$ cat src/rtl/evt_sched_pkg.sv
// Shared types and helpers for the evt_sched event/delay process scheduler.
package evt_sched_pkg;

    typedef enum logic [1:0] {
        RUN      = 2'd0,
        WAIT_EVT = 2'd1,
        WAIT_DLY = 2'd2
    } proc_state_e;

    function automatic int evt_w(input int nevt);
        return (nevt <= 1) ? 1 : $clog2(nevt);
    endfunction

endpackage

$ cat src/rtl/evt_sched_proc.sv
// One process slot: RUN / WAIT_EVT / WAIT_DLY FSM with latched event id and delay counter.
module evt_sched_proc
    import evt_sched_pkg::*;
#(
    parameter int NEVT  = 4,
    parameter int EVT_W = 2,
    parameter int DLY_W = 24
) (
    input  logic             clk,
    input  logic             rst_n,
    input  logic             wait_vld,
    input  logic [EVT_W-1:0] wait_evt,
    input  logic             dly_vld,
    input  logic [DLY_W-1:0] dly_val,
    input  logic [NEVT-1:0]  fire,
    output proc_state_e      state,
    output logic             wake,
    output logic             blocked
);

    proc_state_e      state_q, state_d;
    logic [EVT_W-1:0] evt_q, evt_d;
    logic [DLY_W-1:0] cnt_q, cnt_d;
    logic             wake_q, wake_d;
    logic             blocked_q, blocked_d;
    logic             hit_s, short_dly_s, dly_done_s;

    // Ids outside 0..NEVT-1 never match, so such a wait blocks until reset.
    always_comb begin
        hit_s = 1'b0;
        for (int e = 0; e < NEVT; e++) begin
            hit_s = hit_s | (fire[e] & (evt_q == EVT_W'(e)));
        end
    end

    assign short_dly_s = (dly_val <= DLY_W'(1));
    assign dly_done_s  = (cnt_q <= DLY_W'(1));

    // Next-state logic; delays of 0 or 1 wake next cycle without visibly blocking.
    always_comb begin
        state_d = state_q;
        evt_d   = evt_q;
        cnt_d   = cnt_q;
        case (state_q)
            RUN: begin
                if (wait_vld) begin
                    state_d = WAIT_EVT;
                    evt_d   = wait_evt;
                end else if (dly_vld && !short_dly_s) begin
                    state_d = WAIT_DLY;
                    cnt_d   = dly_val - DLY_W'(1);
                end else begin
                    state_d = RUN;
                end
            end
            WAIT_EVT: begin
                if (hit_s) begin
                    state_d = RUN;
                    evt_d   = '0;
                end else begin
                    state_d = WAIT_EVT;
                end
            end
            WAIT_DLY: begin
                if (dly_done_s) begin
                    state_d = RUN;
                    cnt_d   = '0;
                end else begin
                    cnt_d   = cnt_q - DLY_W'(1);
                end
            end
            default: begin
                state_d = RUN;
                evt_d   = '0;
                cnt_d   = '0;
            end
        endcase
    end

    // Output logic: wake pulses in the cycle the slot returns to RUN.
    always_comb begin
        wake_d    = 1'b0;
        blocked_d = (state_d != RUN);
        case (state_q)
            RUN:      wake_d = ~wait_vld & dly_vld & short_dly_s;
            WAIT_EVT: wake_d = hit_s;
            WAIT_DLY: wake_d = dly_done_s;
            default:  wake_d = 1'b0;
        endcase
    end

    // State and registered outputs.
    always_ff @(posedge clk or negedge rst_n) begin
        if (!rst_n) begin
            state_q   <= RUN;
            evt_q     <= '0;
            cnt_q     <= '0;
            wake_q    <= 1'b0;
            blocked_q <= 1'b0;
        end else begin
            state_q   <= state_d;
            evt_q     <= evt_d;
            cnt_q     <= cnt_d;
            wake_q    <= wake_d;
            blocked_q <= blocked_d;
        end
    end

    assign state   = state_q;
    assign wake    = wake_q;
    assign blocked = blocked_q;

endmodule

$ cat src/rtl/evt_sched.sv
// Event scheduler top: NPROC slots, trigger decode, optional deadlock detect.
// Define EVT_SCHED_DEADLOCK_EN to build deadlock detection; otherwise deadlock is 0.
module evt_sched
    import evt_sched_pkg::*;
#(
    parameter int NPROC = 3,
    parameter int NEVT  = 4,
    parameter int DLY_W = 24
) (
    input  logic                          clk,
    input  logic                          rst_n,
    input  logic [NPROC-1:0]              wait_vld,
    input  logic [NPROC*evt_w(NEVT)-1:0]  wait_evt,
    input  logic [NPROC-1:0]              dly_vld,
    input  logic [NPROC*DLY_W-1:0]        dly_val,
    input  logic [NPROC-1:0]              trig_vld,
    input  logic [NPROC*evt_w(NEVT)-1:0]  trig_evt,
    output logic [NPROC-1:0]              wake,
    output logic [NPROC-1:0]              blocked,
    output logic [NEVT-1:0]               evt_fired,
    output logic                          deadlock
);

    localparam int EVT_W = evt_w(NEVT);

    proc_state_e      state_s [NPROC];
    logic [NPROC-1:0] run_s;
    logic [NEVT-1:0]  evt_fired_d, evt_fired_q;

    // Only RUN slots may fire; out-of-range ids drop out of the decode.
    always_comb begin
        run_s       = '0;
        evt_fired_d = '0;
        for (int p = 0; p < NPROC; p++) begin
            run_s[p] = (state_s[p] == RUN);
            for (int e = 0; e < NEVT; e++) begin
                evt_fired_d[e] = evt_fired_d[e] |
                    (trig_vld[p] & run_s[p] & (trig_evt[p*EVT_W +: EVT_W] == EVT_W'(e)));
            end
        end
    end

    for (genvar g = 0; g < NPROC; g++) begin : g_proc
        evt_sched_proc #(
            .NEVT  (NEVT),
            .EVT_W (EVT_W),
            .DLY_W (DLY_W)
        ) u_proc (
            .clk      (clk),
            .rst_n    (rst_n),
            .wait_vld (wait_vld[g]),
            .wait_evt (wait_evt[g*EVT_W +: EVT_W]),
            .dly_vld  (dly_vld[g]),
            .dly_val  (dly_val[g*DLY_W +: DLY_W]),
            .fire     (evt_fired_d),
            .state    (state_s[g]),
            .wake     (wake[g]),
            .blocked  (blocked[g])
        );
    end

    // Event-fired pulses, one cycle after the honoured triggers.
    always_ff @(posedge clk or negedge rst_n) begin
        if (!rst_n) begin
            evt_fired_q <= '0;
        end else begin
            evt_fired_q <= evt_fired_d;
        end
    end

    assign evt_fired = evt_fired_q;

`ifdef EVT_SCHED_DEADLOCK_EN
    logic deadlock_d, deadlock_q;

    // Deadlock when every slot is parked on an event.
    always_comb begin
        deadlock_d = 1'b1;
        for (int p = 0; p < NPROC; p++) begin
            deadlock_d = deadlock_d & (state_s[p] == WAIT_EVT);
        end
    end

    // Deadlock flag register.
    always_ff @(posedge clk or negedge rst_n) begin
        if (!rst_n) begin
            deadlock_q <= 1'b0;
        end else begin
            deadlock_q <= deadlock_d;
        end
    end

    assign deadlock = deadlock_q;
`else
    assign deadlock = 1'b0;
`endif

endmodule

$ cat config.mk
export PLATFORM = sky130hd
export DESIGN_NAME = evt_sched
export DESIGN_NICKNAME = d
export VERILOG_FILES = /design/src/rtl/evt_sched_pkg.sv /design/src/rtl/evt_sched_proc.sv /design/src/rtl/evt_sched.sv
export SDC_FILE = /design/constraint.sdc
export NUM_CORES = 1
export LEC_CHECK = 0
export CAP_MARGIN = 5
export CORE_ASPECT_RATIO = 1.1
export CORE_MARGIN = 4
export CORE_UTILIZATION = 55
export DETAILED_ROUTE_END_ITERATION = 12
export PLACE_DENSITY = 0.88
export SKIP_CTS_REPAIR_TIMING = 1
export SLEW_MARGIN = 10
export SYNTH_ARGS = -nofsm -noshare
export SYNTH_HDL_FRONTEND = slang
export SYNTH_SLANG_ARGS = --single-unit
$ cat constraint.sdc
create_clock -name clk -period 3.7 [get_ports clk]
set_input_delay 0.74 -clock clk [delete_from_list [all_inputs] [get_ports clk]]
set_output_delay 0.74 -clock clk [all_outputs]
set_load 0.005 [all_outputs]
After elaboration in Yosys (flattened, before gate mapping)
Cells that the tools add are included.
{"block": "op_classes", "add_sub_neg": 6, "magnitude_cmp": 6, "eq_ne": 36, "muxes": 39, "bitwise_logic": 59, "reduce_logical": 24}
{"cell": "$mux W24", "count": 9}
{"cell": "$pmux W24 S3", "count": 3}
{"cell": "$le A24 B1 Y1 const B", "count": 6}
{"cell": "$sub A24 B1 Y24 const B", "count": 6}
{"cell": "$pmux W2 S3", "count": 6}
{"cell": "$and A1 B1 Y1", "count": 33}
{"cell": "$eq A2 B2 Y1 const B", "count": 15}
{"cell": "$mux W2", "count": 15}
{"cell": "$eq A2 B1 Y1 const B", "count": 9}
{"cell": "$logic_not A2 Y1", "count": 9}
{"cell": "$reduce_and A3 Y1", "count": 6}
{"cell": "$or A1 B1 Y1", "count": 17}
{"cell": "$ne A2 B1 Y1 const B", "count": 6}
{"cell": "$ne A2 B2 Y1 const B", "count": 6}
{"cell": "$not A1 Y1", "count": 9}
{"cell": "$pmux W1 S3", "count": 3}
{"cell": "$reduce_bool A2 Y1", "count": 3}
{"cell": "$logic_and A1 B1 Y1", "count": 3}
{"cell": "$logic_not A1 Y1", "count": 3}
{"cell": "$mux W1", "count": 3}
{"block": "word_totals", "reg_bits": 94, "elab_cells": 186}

Logic depth before layout (Yosys ltp)
Gate-level depths: netlist of run 1.
{"block": "logic_depth", "depth_word": 12, "mapped_depth": 9}

Modules after synthesis
From an unflattened synthesis of run 1, not the netlist that was laid out.
{"block": "unflattened", "hier_cells": 880, "area_unflattened_um2": 7215.7}
{"mod": "evt_sched_proc at g_proc[1].u_proc ...", "n_inst": 2, "cells_each": 290, "area_per_inst_um2": 2351.0, "seq_area_each_um2": 750.7}
{"mod": "evt_sched_proc at g_proc[0].u_proc", "n_inst": 1, "cells_each": 274, "area_per_inst_um2": 2263.4, "seq_area_each_um2": 750.7}
{"mod": "evt_sched", "n_inst": 1, "cells_each": 26, "area_per_inst_um2": 250.2, "seq_area_each_um2": 100.1}

Worst setup path before layout of run 1
OpenSTA, ideal clock, no wires.
{"block": "synth_path", "kind": "in2reg", "start": "in dly_val[5]", "end": "reg g_proc[0].u_proc.cnt_q[20]", "t_arrival_ns": 2.378, "required_ns": 3.574, "slack_ns": 1.196, "cell_stages": 6, "cell_sequence": "or4_1 -> or4_1 -> o21ba_4 -> nand2_4 -> nor2_1 -> a221o_1"}
{"block": "synth_between", "elab_chain_len": 5}
{"element": "start, declared", "line_no": "evt_sched.sv:15", "source": "input logic [NPROC*DLY_W-1:0] dly_val,"}
{"element": "parallel branches: the longest is 5 deep, another holds $sub A24 B1 Y24"}
{"element": "end signal, assigned", "line_no": "evt_sched_proc.sv:103", "source": "cnt_q <= cnt_d;"}
{"element": "end, declared", "line_no": "evt_sched_proc.sv:23", "source": "logic [DLY_W-1:0] cnt_q, cnt_d;"}
Several ways; the timed one is not identified. The select of a mux whose other input is x is not followed.
A chain may end at the register's enable or synchronous reset.

Worst setup path in the final report of run 1
{"block": "layout_path", "start": "in dly_val[0]", "end": "reg g_proc[0].u_proc.cnt_q[20]"}
The elaborated chain is that of the path after synthesis.

==> results_dict.tcl, run 1 <==
set metrics [dict create \
    fmax_mhz 334 \
    setup.worst_path.start_class "input port" \
    worst_slew_pin_slew_ns 1.11 \
    htree_levels 3 \
    cts_sinks 94 \
    ff2ff_path_depth 6 \
    clock_latency_ns 0.34 \
    fin_setup_tns_ns 0 \
    drc 0 \
    period_needed_ns 2.99 \
    cp.depth 9 \
    overflow 0 \
    path_class "in -> reg" \
    cts_buffers 9 \
    clock-skew-final_ns 0.00748 \
    path_delay_family "compound AO/OA/AOI/OAI gates" \
    synth_top_area_share_pct 31.8 \
    cp-end-kind "flop" \
    drt-total-wl_um 21500 \
    p_per_area_nw_per_um2 706 \
    rrSetupSlack_ns 0.94 \
    fin_area_um2 8900 \
    crit_start "dly_val[0]" \
    outcome "finished clean" \
    drv_slew 0 \
    instances_no_fill 1188 \
    rsz0062_at_grt "no" \
    first_pass_iters 7 \
    cpPeakStageDelay_ns 0.56 \
    path_max_fanout 6 \
    fp.dieH_um 130 \
    regToRegStartpoint "g_proc[2].u_proc.cnt_q[14]" \
    drt-initial-drc-count 982 \
    syn_nets 1033 \
    synthMostInstantiatedCell "nor2_1" \
    track_usage_pct 27.3 \
    hold_viol_final 0 \
    rr_endpoint "g_proc[2].u_proc.cnt_q[21]" \
    ys.flop_type "dfrtp_1" \
    avgSynthCellArea_um2 7.99 \
    nets 1130 \
    via_count 7839 \
    synth_cell_types 82 \
    syn-instance-count 926 \
    yosys_warnings 0 \
    synth_area_um2 7400 \
    antenna_found_initial 0 \
    slew_headroom_pct 25.4 \
    clkSlewWorstSetupHoldPaths_ns 0.07 \
    netlist.top_cell.by_area "dfrtp_1" \
    required_ns 3.92 \
    cts_root_buf "clkbuf_16" \
    synth_area_leaders "dfrtp_1, o21ai_0, nor2_1, nor3_1, a21oi_1" \
    n_antenna_cell 0 \
    yosysSeqAreaShare_pct 31.8 \
    ios 106 \
    place_area_um2 8580 \
    vias_per_cell 6.60 \
    core_um2 13200 \
    place_hpwl_um 15800 \
    cp_num_buf_inv 3 \
    layout-drive-gt1-share_pct 8.08 \
    dieArea_um2 15400 \
    areaGrowthSynthToFinish_pct 20.3 \
    crit_slowest_cell "clkdlybuf4s50_1" \
    ant_nets 0 \
    synth_common_cells "nor2_1, dfrtp_1, o21ai_0" \
    num_rows 44 \
    setup_violations 0 \
    io_buffers 104 \
    max-vdd-ir-drop_mv 0.338 \
    final.period_utilization_pct 80.8 \
    die_w_um 119 \
    p_leak_nw 3.41 \
    dp_cells 1173 \
    cp.arrival_ns 3.21 \
    grt_pass1_wl_um 34900 \
    maxCapViolCount 0 \
    synth_enable_flop_cells 0 \
    gp_congestion 0.977 \
    crit_end "g_proc[0].u_proc.cnt_q[20]" \
    grt_max_degree 58 \
    avgRoutedWirePerCell_um 18.1 \
    path_cells "clkdlybuf4s50_1 > inv_1 > ha_1 > o21bai_1 > nor4_1 > buf_4 > o21ai_0 > o21ai_0 > a221o_1" \
    holdCritPathClass "in -> async" \
    synth-async-reset-ratio_pct 100 \
    clock_path_buffers 2 \
    start_util_pct 56.0 \
    ys_seq_elements 94 \
    grt_pass1_vias 7179 \
    path_common_cell "o21ai_0" \
    cts_tree "done" \
]
[through the flow]
step / utilization (%) / hold slack, ns / power [mW] / worst slack (ns)
floorplan: - / 0.444 / 4.25 / 1.20
global placement: 64.9 / 0.480 / 5.06 / 0.459
detailed placement: 64.9 / 0.487 / 5.16 / 0.408
CTS: 67.4 / 0.493 / 6.20 / 0.768
global route: 67.4 / 0.526 / 6.71 / 0.580
finish: 67.4 / 0.472 / 6.28 / 0.710
[sequential cells by signal, summed over array words and instances, names as in the netlist]
| name | count |
|---|---|
| g_proc.u_proc.cnt_q | 72 |
| g_proc.u_proc.evt_q | 6 |
| g_proc.u_proc.wake | 3 |
| g_proc.u_proc.state | 6 |
| evt_fired | 4 |
| g_proc.u_proc.blocked | 3 |
[worst min path at each step]
| stage | slack (ns) | endpoint | start |
|---|---|---|---|
| after floorplan | 0.44 | evt_fired[0] | rst_n |
| after global placement | 0.48 | g_proc[0].u_proc.cnt_q[10] | g_proc[0].u_proc.cnt_q[10] |
| after detailed placement | 0.49 | g_proc[0].u_proc.cnt_q[10] | g_proc[0].u_proc.cnt_q[10] |
| after CTS | 0.49 | g_proc[2].u_proc.cnt_q[10] | rst_n |
| after global routing | 0.53 | g_proc[2].u_proc.cnt_q[10] | rst_n |
| final | 0.47 | g_proc[2].u_proc.cnt_q[10] | rst_n |
[layout by cell type (no fill, tap or decap), types with 7 or more instances in the layout]
cell             netlist  layout
a21oi_1               60      60
a31oi_1               14      14
a32oi_1                8       8
buf_4                  8      24
clkbuf_16              0       9
clkdlybuf4s50_1        0     103
dfrtp_1               94      94
ha_1                  12      12
inv_1                 22      22
nand2_1               59      59
nand2b_1               8       8
nand3_1               31      31
nand4_1               14      14
nor2_1               117     117
nor3_1                68      68
nor3b_1                7       7
nor4_1                41      41
o21ai_0               92      92
o21ai_1                9       8
o21ai_2               16      17
o22ai_1               12      12
o31ai_1                8       8
or3_1                 15      15
or4_1                 11      11
xnor2_1               32      32
xor2_1                34      34
[layer usage]
layer | vias up | wire [µm] | global-route usage (%)
met1 | 3661 | 8990 | 36.8
met4 | 0 | 434 | 7.36
met3 | 57 | 1950 | 5.33
li1 | 3673 | - | -
met5 | - | 0 | 0
met2 | 448 | 10100 | 45.6
[kinds of logic (layout without fill, tap and decap cells)]
logic type / count (synthesis) / after routing / share of synthesized area (%)
AOI/OAI and AO/OA: 268 / 268 / 23.0
xor gates and xnor gates: 66 / 66 / 7.81
adders and majority gates: 12 / 12 / 2.03
buffers and inverters: 63 / 164 / 4.33
DFF: 94 / 94 / 31.8
muxes: 8 / 8 / 1.59
other: 1 / 1 / 0.0507
and+or+nand+nor: 414 / 414 / 29.4
[power by group]
part / internal (mW) / switching (mW) / total, mW
registers: 1.45 / 0.500 / 1.95
clock network: 0.623 / 0.394 / 1.02
logic: 1.24 / 2.07 / 3.32
total: 3.32 / 2.97 / 6.28
[layout make-up]
class                      count  area, µm²
clock buffer                  11        253
clock inverter                 4       70.1
fill                        1101       4310
inverter                      22       82.6
multi-input combinational    769       4730
sequential                    94       2350
tap                          161        201
timing repair buffer         127       1210
Power figures use the tool's default switching activity.
==> run 2, diff against run 1 <==
- CORE_UTILIZATION: 55 -> 51
- PLACE_DENSITY: 0.88 -> 0.86
- clock period: 3.7 -> 2.55 ns (I/O delays scaled with it)
==> run 2 against run 1 <==
Against the previous run: first-iteration DRC count shrank 15%; routed wire length grew 11%; combinational power grew 70%; sequential power grew 45%.
==> results_dict.tcl, run 2 (synthesis results as in run 1) <==
set metrics [dict create \
    outcome "finished clean" \
    setup_violations 0 \
    instances_no_fill 1354 \
    required_ns 2.82 \
    cp-end-kind "flop" \
    vias_per_cell 6.26 \
    cp.arrival_ns 2.73 \
    core_um2 14000 \
    clkSlewWorstSetupHoldPaths_ns 0.07 \
    hold_viol_final 0 \
    rsz0062_at_grt "yes" \
    final_common_cell "buf_4" \
    grt_max_degree 45 \
    grt_pass1_wl_um 38700 \
    period_needed_ns 2.46 \
    nets 1268 \
    via_count 8475 \
    grt_use_met2_pct 48.5 \
    ios 106 \
    dp_cells 1338 \
    first_pass_iters 7 \
    final.period_utilization_pct 96.5 \
    place_area_um2 9720 \
    cts_sinks 94 \
    num_rows 45 \
    top_register "g_proc.u_proc.cnt_q" \
    track_usage_pct 28.8 \
    htree_levels 3 \
    fin_area_um2 10100 \
    gp_congestion 0.980 \
    antenna_found_initial 0 \
    finalCoreUtilization_pct 72.0 \
    cts_tree "done" \
    n_antenna_cell 0 \
    setup.worst_path.start_class "input port" \
    drv_slew 0 \
    clock_path_buffers 2 \
    grt_use_met3_pct 4.77 \
    io_buffers 104 \
    p_per_area_nw_per_um2 995 \
    grtUsageMet1_pct 36.3 \
    holdCritPathClass "in -> async" \
    ant_nets 0 \
    cts_buffers 9 \
    avgRoutedWirePerCell_um 17.6 \
    fill_cells 1042 \
    largest_register_ffs 72 \
    layout_common_cells "buf_4, nor2_1, clkdlybuf4s50_1, dfrtp_1, o21ai_0" \
    dieArea_um2 16500 \
    slew_headroom_pct 52.4 \
    fmax_mhz 406 \
    drt-total-wl_um 23900 \
    p_leak_nw 4.11 \
    clock_latency_ns 0.35 \
    maxCapViolCount 0 \
    drc 0 \
    ff2ff_path_depth 7 \
    die_w_um 123 \
    areaGrowthSynthToFinish_pct 36.5 \
    layout-drive-gt1-share_pct 19.4 \
    fin_setup_tns_ns 0 \
    max-vdd-ir-drop_mv 0.494 \
    drt-initial-drc-count 836 \
    overflow 0 \
    path_max_fanout 9 \
    clock-skew-final_ns 0.00968 \
    worst_slew_pin_slew_ns 0.708 \
    path_class "in -> reg" \
    globalRoute.busiestLayer "met2" \
    grt_pass1_vias 8295 \
    cts_root_buf "clkbuf_16" \
    place_hpwl_um 18200 \
    start_util_pct 52.8 \
    fp.dieH_um 134 \
]
==> run 2: changes by cell type in the layout (fill, tap and decap cells not counted), moves of 2 or more <==
cell / delta
buf_12: +6
nor4_1: -2
nor4_2: +2
buf_4: +132
clkinv_2: -2
==> run 2: where the power goes <==
group	switching, mW	internal [mW]	total, mW
logic	3.25	2.39	5.64
clock network	0.597	0.988	1.59
registers	0.716	2.10	2.82
total	4.56	5.48	10.0
==> run 2: per-stage QoR <==
step	hold slack [ns]	worst slack (ns)	total power, mW
3_3_place_gp	0.483	-0.222	8.13
5_1_grt	0.214	-0.0304	10.7
4_1_cts	0.193	0.0638	9.92
3_5_place_dp	0.489	-0.296	8.27
2_1_floorplan	0.214	0.276	6.17
6_report	0.175	0.0898	10.0
==> run 2: routing by layer <==
| metal | part of all wire, % | routed length (µm) |
|---|---|---|
| met2 | 48 | 11600 |
| met1 | 40 | 9670 |
| met5 | 0 | 0 |
| met3 | 7.7 | 1840 |
| met4 | 3.5 | 830 |
==> run 2: critical path, cell delays in order <==
cell and delay (ns):
clkdlybuf4s50_1 0.41, or4_1 0.56, or4_1 0.51, o21ba_4 0.27, nor2_8 0.14, buf_12 0.15
o21ai_0 0.09, o21ai_0 0.09
==> run 2: final timing paths <==
path	slack, ns	to	start
setup / recovery	0.09	g_proc[0].u_proc.cnt_q[3]	dly_val[8]
hold / removal	0.17	g_proc[0].u_proc.cnt_q[4]	rst_n
setup reg to reg	0.11	g_proc[1].u_proc.cnt_q[12]	g_proc[1].u_proc.cnt_q[9]
hold reg to reg	0.51	g_proc[0].u_proc.cnt_q[10]	g_proc[0].u_proc.cnt_q[10]
max in group asynchronous	1.65	g_proc[2].u_proc.cnt_q[1]	rst_n
min in group clk	0.51	g_proc[0].u_proc.cnt_q[10]	g_proc[0].u_proc.cnt_q[10]
==> run 2: final cells by class <==
type	count	area (µm²)	share of cell area [%]
Clock buffer	11	243	2.40
Clock inverter	5	106	1.05
Inverter	22	82.6	0.818
Multi-Input combinational cell	769	4760	47.1
Sequential cell	94	2350	23.3
Tap cell	188	235	2.33
Timing Repair Buffer	265	2320	23.0
==> edit 1 (flow settings as in run 1) <==
`DLY_W` is set to 24 in 2 places; all go to 48.
--- a/src/rtl/evt_sched_proc.sv
+++ b/src/rtl/evt_sched_proc.sv
@@ -4,7 +4,7 @@
 #(
     parameter int NEVT  = 4,
     parameter int EVT_W = 2,
-    parameter int DLY_W = 24
+    parameter int DLY_W = 48
 ) (
     input  logic             clk,
     input  logic             rst_n,
--- a/src/rtl/evt_sched.sv
+++ b/src/rtl/evt_sched.sv
@@ -5,7 +5,7 @@
 #(
     parameter int NPROC = 3,
     parameter int NEVT  = 4,
-    parameter int DLY_W = 24
+    parameter int DLY_W = 48
 ) (
     input  logic                          clk,
     input  logic                          rst_n,
Interface: changed (resized dly_val); port bits go from 106 to 178. No check against the original RTL was run, so the function may have changed too.
==> edit 1 against run 1 <==
Routed wire length increased by 98%. Final area increased by 83%. Cell count increased by 86%. Maximum frequency decreased by 13%. Clock power increased by 81%. Sequential cell count increased by 72. First-iteration DRC count increased by 79%. Setup slack got worse by 0.46 ns. Clock skew increased by 0.0082 ns. Power increased by 76%. Area after synthesis increased by 75%.
==> edit 1: results (changes against run 1) <==
\begin{tabular}{lr}
\hline
Metric & Value \\
\hline
\multicolumn{2}{l}{\textbf{Synthesis}} \\
\quad Register bit total from synthesis & 166 (was 94) \\
\quad Share of synthesized area spent on multiplexers & 0.00944 (was 0.0159) \\
\quad Most instantiated cells after synthesis & sky130\_fd\_sc\_hd\_\_o21ai\_0 (191), sky130\_fd\_sc\_hd\_\_dfrtp\_1 (166), sky130\_fd\_sc\_hd\_\_nor2\_1 (164) (was sky130\_fd\_sc\_hd\_\_nor2\_1 (117), sky130\_fd\_sc\_hd\_\_dfrtp\_1 (94), sky130\_fd\_sc\_hd\_\_o21ai\_0 (92)) \\
\quad Area contributors post-synth & sky130\_fd\_sc\_hd\_\_dfrtp\_1 (32\%), sky130\_fd\_sc\_hd\_\_o21ai\_0 (7.4\%), sky130\_fd\_sc\_hd\_\_xor2\_1 (5.0\%) (was sky130\_fd\_sc\_hd\_\_dfrtp\_1 (32\%), sky130\_fd\_sc\_hd\_\_o21ai\_0 (6.2\%), sky130\_fd\_sc\_hd\_\_nor2\_1 (5.9\%)) \\
\quad Sequential area share after synthesis & 0.320 (was 0.318) \\
\quad Adder-cell share of the synthesized area & 0.0116 (was 0.0203) \\
\multicolumn{2}{l}{\textbf{Finish}} \\
\quad Fraction of layout instances using a drive strength above 1 & 0.0903 (was 0.0808) \\
\quad Flip-flop count of the largest register, all copies and words added & 144 (was 72) \\
\quad NonClk Buf Share & 0.166 (was 0.136) \\
\quad Number of non-clock inverters & 25 (was 22) \\
\quad Number of nets in the layout & 2071 (was 1130) \\
\multicolumn{2}{l}{\textbf{Routing}} \\
\quad Total length of routed wires & 42.6 mm (was 21.5 mm) \\
\quad DR vias/cell & 6.65 (was 6.60) \\
\quad Routed vias & 14662 (was 7839) \\
\multicolumn{2}{l}{\textbf{Run status}} \\
\quad Outcome & finished clean (unchanged) \\
\multicolumn{2}{l}{\textbf{Timing}} \\
\quad Maximum clock skew at final layout & 0.0157 ns (was 0.00748 ns) \\
\multicolumn{2}{l}{\textbf{Power}} \\
\quad Power Internal & 0.00587 W (was 0.00332 W) \\
\quad Total leakage power & 6.31 nW (was 3.41 nW) \\
\quad Maximum vdd ir drop & 0.000360 V (was 0.000338 V) \\
\multicolumn{2}{l}{\textbf{Setup path}} \\
\quad CP max stage delay & 0.61 ns (was 0.56 ns) \\
\quad Reg2reg setup slack & 0.25 ns (was 0.94 ns) \\
\quad Category of cells accounting for the largest share of critical-path delay & simple AND/OR/NAND/NOR gates (was compound AO/OA/AOI/OAI gates) \\
\quad Data arrival time at the worst-slack endpoint & 3.78 ns (was 3.21 ns) \\
\multicolumn{2}{l}{\textbf{Place}} \\
\quad Worst slack, placed & -0.0780 ns (was 0.408 ns) \\
\multicolumn{2}{l}{\textbf{Clock tree}} \\
\quad Number of buffers added by the clock tree synthesis step & 17 (was 9) \\
\quad Number of levels the H-tree was split into & 4 (was 3) \\
\multicolumn{2}{l}{\textbf{Global routing}} \\
\quad Global router's overall resource usage & 0.316 (was 0.273) \\
\quad Number of global-route vias before repair & 14002 (was 7179) \\
\hline
\end{tabular}
## edit 1: changes by cell type in the layout (fill, tap and decap cells not counted), sizes merged, moves of 34 or more
cell           delta
buf              +92
nand2            +89
o21ai            +86
clkdlybuf4s50    +72
dfrtp            +72
nor3             +47
nor2             +44
xor2             +40
nor4             +34
## edit 1: cells by family after synthesis
logic type                 after synthesis
adders and majority gates               12
muxes                                   11
AOI/OAI and AO/OA                      483
and+or+nand+nor                        748
other                                    1
buffers and inverters                  115
xor gates and xnor gates               136
DFF                                    166
## edit 1: power groups by stage
| stage | logic (W) | registers (W) | clock network [W] |
|---|---|---|---|
| finish | 0.00586 | 0.00332 | 0.00185 |
| global route | 0.00640 | 0.00342 | 0.00194 |
| CTS | 0.00570 | 0.00328 | 0.00186 |
| detailed placement | 0.00566 | 0.00329 | 0 |
| global placement | 0.00547 | 0.00326 | 0 |
| floorplan | 0.00385 | 0.00304 | 0 |
## edit 1: how the worst max path moves through the flow
stage	cells past startpoint	slack (ns)	endpoint
4_1_cts	8	0.29	g_proc[1].u_proc.cnt_q[22]$_DFFE_PN0P_
5_1_grt	8	0.10	g_proc[1].u_proc.cnt_q[22]$_DFFE_PN0P_
2_1_floorplan	10	0.27	g_proc[2].u_proc.cnt_q[37]$_DFFE_PN0P_
6_report	8	0.25	g_proc[1].u_proc.cnt_q[22]$_DFFE_PN0P_
3_5_place_dp	9	-0.08	g_proc[2].u_proc.cnt_q[3]$_DFFE_PN0P_
3_3_place_gp	8	-0.02	g_proc[2].u_proc.cnt_q[2]$_DFFE_PN0P_
## edit 1: metal layers
layer,global-route usage,part of all wire
met2,0.521,0.47
met3,0.0689,0.11
met4,0.117,0.029
met5,0,0
met1,0.410,0.39
==> edit 2 (config.mk and constraints of run 1) <==
Made on the original files. Remove the register `evt_fired_q`: a continuous assignment takes its place, so the output `evt_fired` follows one clock earlier.
--- a/src/rtl/evt_sched.sv
+++ b/src/rtl/evt_sched.sv
@@ -60,13 +60,7 @@
     end
 
     // Event-fired pulses, one cycle after the honoured triggers.
-    always_ff @(posedge clk or negedge rst_n) begin
-        if (!rst_n) begin
-            evt_fired_q <= '0;
-        end else begin
-            evt_fired_q <= evt_fired_d;
-        end
-    end
+    assign evt_fired_q = evt_fired_d;
 
     assign evt_fired = evt_fired_q;
 
Function: changed (a bounded check fails within 4 cycles, from zero or initial values and one cycle with rst_n low).
==> edit 2 against run 1 <==
Area after synthesis fell by 6.4%. Clock skew rose by 0.00087 ns. Power fell by 25%. Core utilization rose by 2.8 points. Final area fell by 3.9%. Routed wire length fell by 3.9%. Setup slack got worse by 0.52 ns. Sequential cell count fell by 4. Critical path type is now in -> out. Critical endpoint is now evt_fired[0]. Largest cell class unchanged. Largest power group unchanged.
==> edit 2: results (changes against run 1) <==
\begin{tabular}{lr}
\hline
Metric & Value \\
\hline
\multicolumn{2}{l}{\textbf{Run status}} \\
\quad Outcome & finished clean (unchanged) \\
\multicolumn{2}{l}{\textbf{Synthesis}} \\
\quad Post-synth net total & 1003 (was 1033) \\
\quad Area contributors post-synth & sky130\_fd\_sc\_hd\_\_dfrtp\_1 (33\%), sky130\_fd\_sc\_hd\_\_nor2\_1 (6.3\%), sky130\_fd\_sc\_hd\_\_o21ai\_0 (5.9\%) (was sky130\_fd\_sc\_hd\_\_dfrtp\_1 (32\%), sky130\_fd\_sc\_hd\_\_o21ai\_0 (6.2\%), sky130\_fd\_sc\_hd\_\_nor2\_1 (5.9\%)) \\
\quad Sequential area share after synthesis & 0.325 (was 0.318) \\
\multicolumn{2}{l}{\textbf{Finish}} \\
\quad Fraction of layout instances using a drive strength above 1 & 0.0676 (was 0.0808) \\
\quad Count of filler cells inserted in the layout & 995 (was 1101) \\
\quad Number of nets in the layout & 1108 (was 1130) \\
\multicolumn{2}{l}{\textbf{Power}} \\
\quad Fraction of power consumed by sequential logic & 0.331 (was 0.310) \\
\multicolumn{2}{l}{\textbf{Timing}} \\
\quad Worst hold margin & 0.373 ns (was 0.472 ns) \\
\quad Maximum clock skew at final layout & 0.00835 ns (was 0.00748 ns) \\
\multicolumn{2}{l}{\textbf{Routing}} \\
\quad Highest routed metal layer & met5 (was met4) \\
\quad Routed wire per std cell & 17.8 µm (was 18.1 µm) \\
\quad Routed vias & 7519 (was 7839) \\
\quad Total length of routed wires & 20.6 mm (was 21.5 mm) \\
\quad Number of DRC markers in iteration 0 & 644 (was 982) \\
\quad Met1 Wirelength & 8.50 mm (was 8.99 mm) \\
\quad First-pass DRT Iterations & 6 (was 7) \\
\quad Total length of routed met3 wires & 1.84 mm (was 1.95 mm) \\
\multicolumn{2}{l}{\textbf{Global routing}} \\
\quad Number of global-route vias before repair & 7241 (was 7179) \\
\quad Antenna violations before repair & 1 (was 0) \\
\quad Wire length of the first global-routing pass & 33.9 mm (was 34.9 mm) \\
\multicolumn{2}{l}{\textbf{Place}} \\
\quad Total placed instance area & 8200 µm² (was 8580 µm²) \\
\quad HPWL after detailed placement & 15.3 mm (was 15.8 mm) \\
\quad Worst slack, placed & 0.198 ns (was 0.408 ns) \\
\multicolumn{2}{l}{\textbf{Setup path}} \\
\quad Category of cells accounting for the largest share of critical-path delay & buffers and inverters (was compound AO/OA/AOI/OAI gates) \\
\quad Maximum fanout encountered on the critical timing path & 4 (was 6) \\
\quad FF-to-FF Start & g\_proc[2].u\_proc.cnt\_q[18]\$\_DFFE\_PN0P\_ (was g\_proc[2].u\_proc.cnt\_q[14]\$\_DFFE\_PN0P\_) \\
\quad CP max stage delay & 0.68 ns (was 0.56 ns) \\
\quad Count of cells along the worst register-to-register path & 7 (was 6) \\
\hline
\end{tabular}
[edit 2: final cells by class]
class,count,area [µm²],share of cell area
clock inverter,6,113,0.0132
multi-input combinational,739,4380,0.512
timing repair buffer,137,1290,0.150
inverter,24,90.1,0.0105
clock buffer,10,239,0.0279
tap,154,193,0.0225
sequential,90,2250,0.263
[edit 2: worst max path at each step]
stage                            from                                     end  slack (ns)  depth (start not counted)
after detailed placement  trig_evt[1]                            evt_fired[0]        0.20                          5
final                     trig_evt[1]                            evt_fired[0]        0.19                          5
after floorplan            dly_val[5]  g_proc[0].u_proc.cnt_q[12]$_DFFE_PN0P_        0.86                          7
after global routing      trig_evt[1]                            evt_fired[0]        0.15                          5
after CTS                 trig_evt[1]                            evt_fired[0]        0.19                          5
after global placement    trig_evt[1]                            evt_fired[0]        0.23                          5
[edit 2: per-layer routing]
layer / GRT usage / up-vias
met4: 0.130 / 2
met1: 0.373 / 3520
met2: 0.449 / 394
met3: 0.0715 / 78
met5: 0 / -
li1: - / 3525
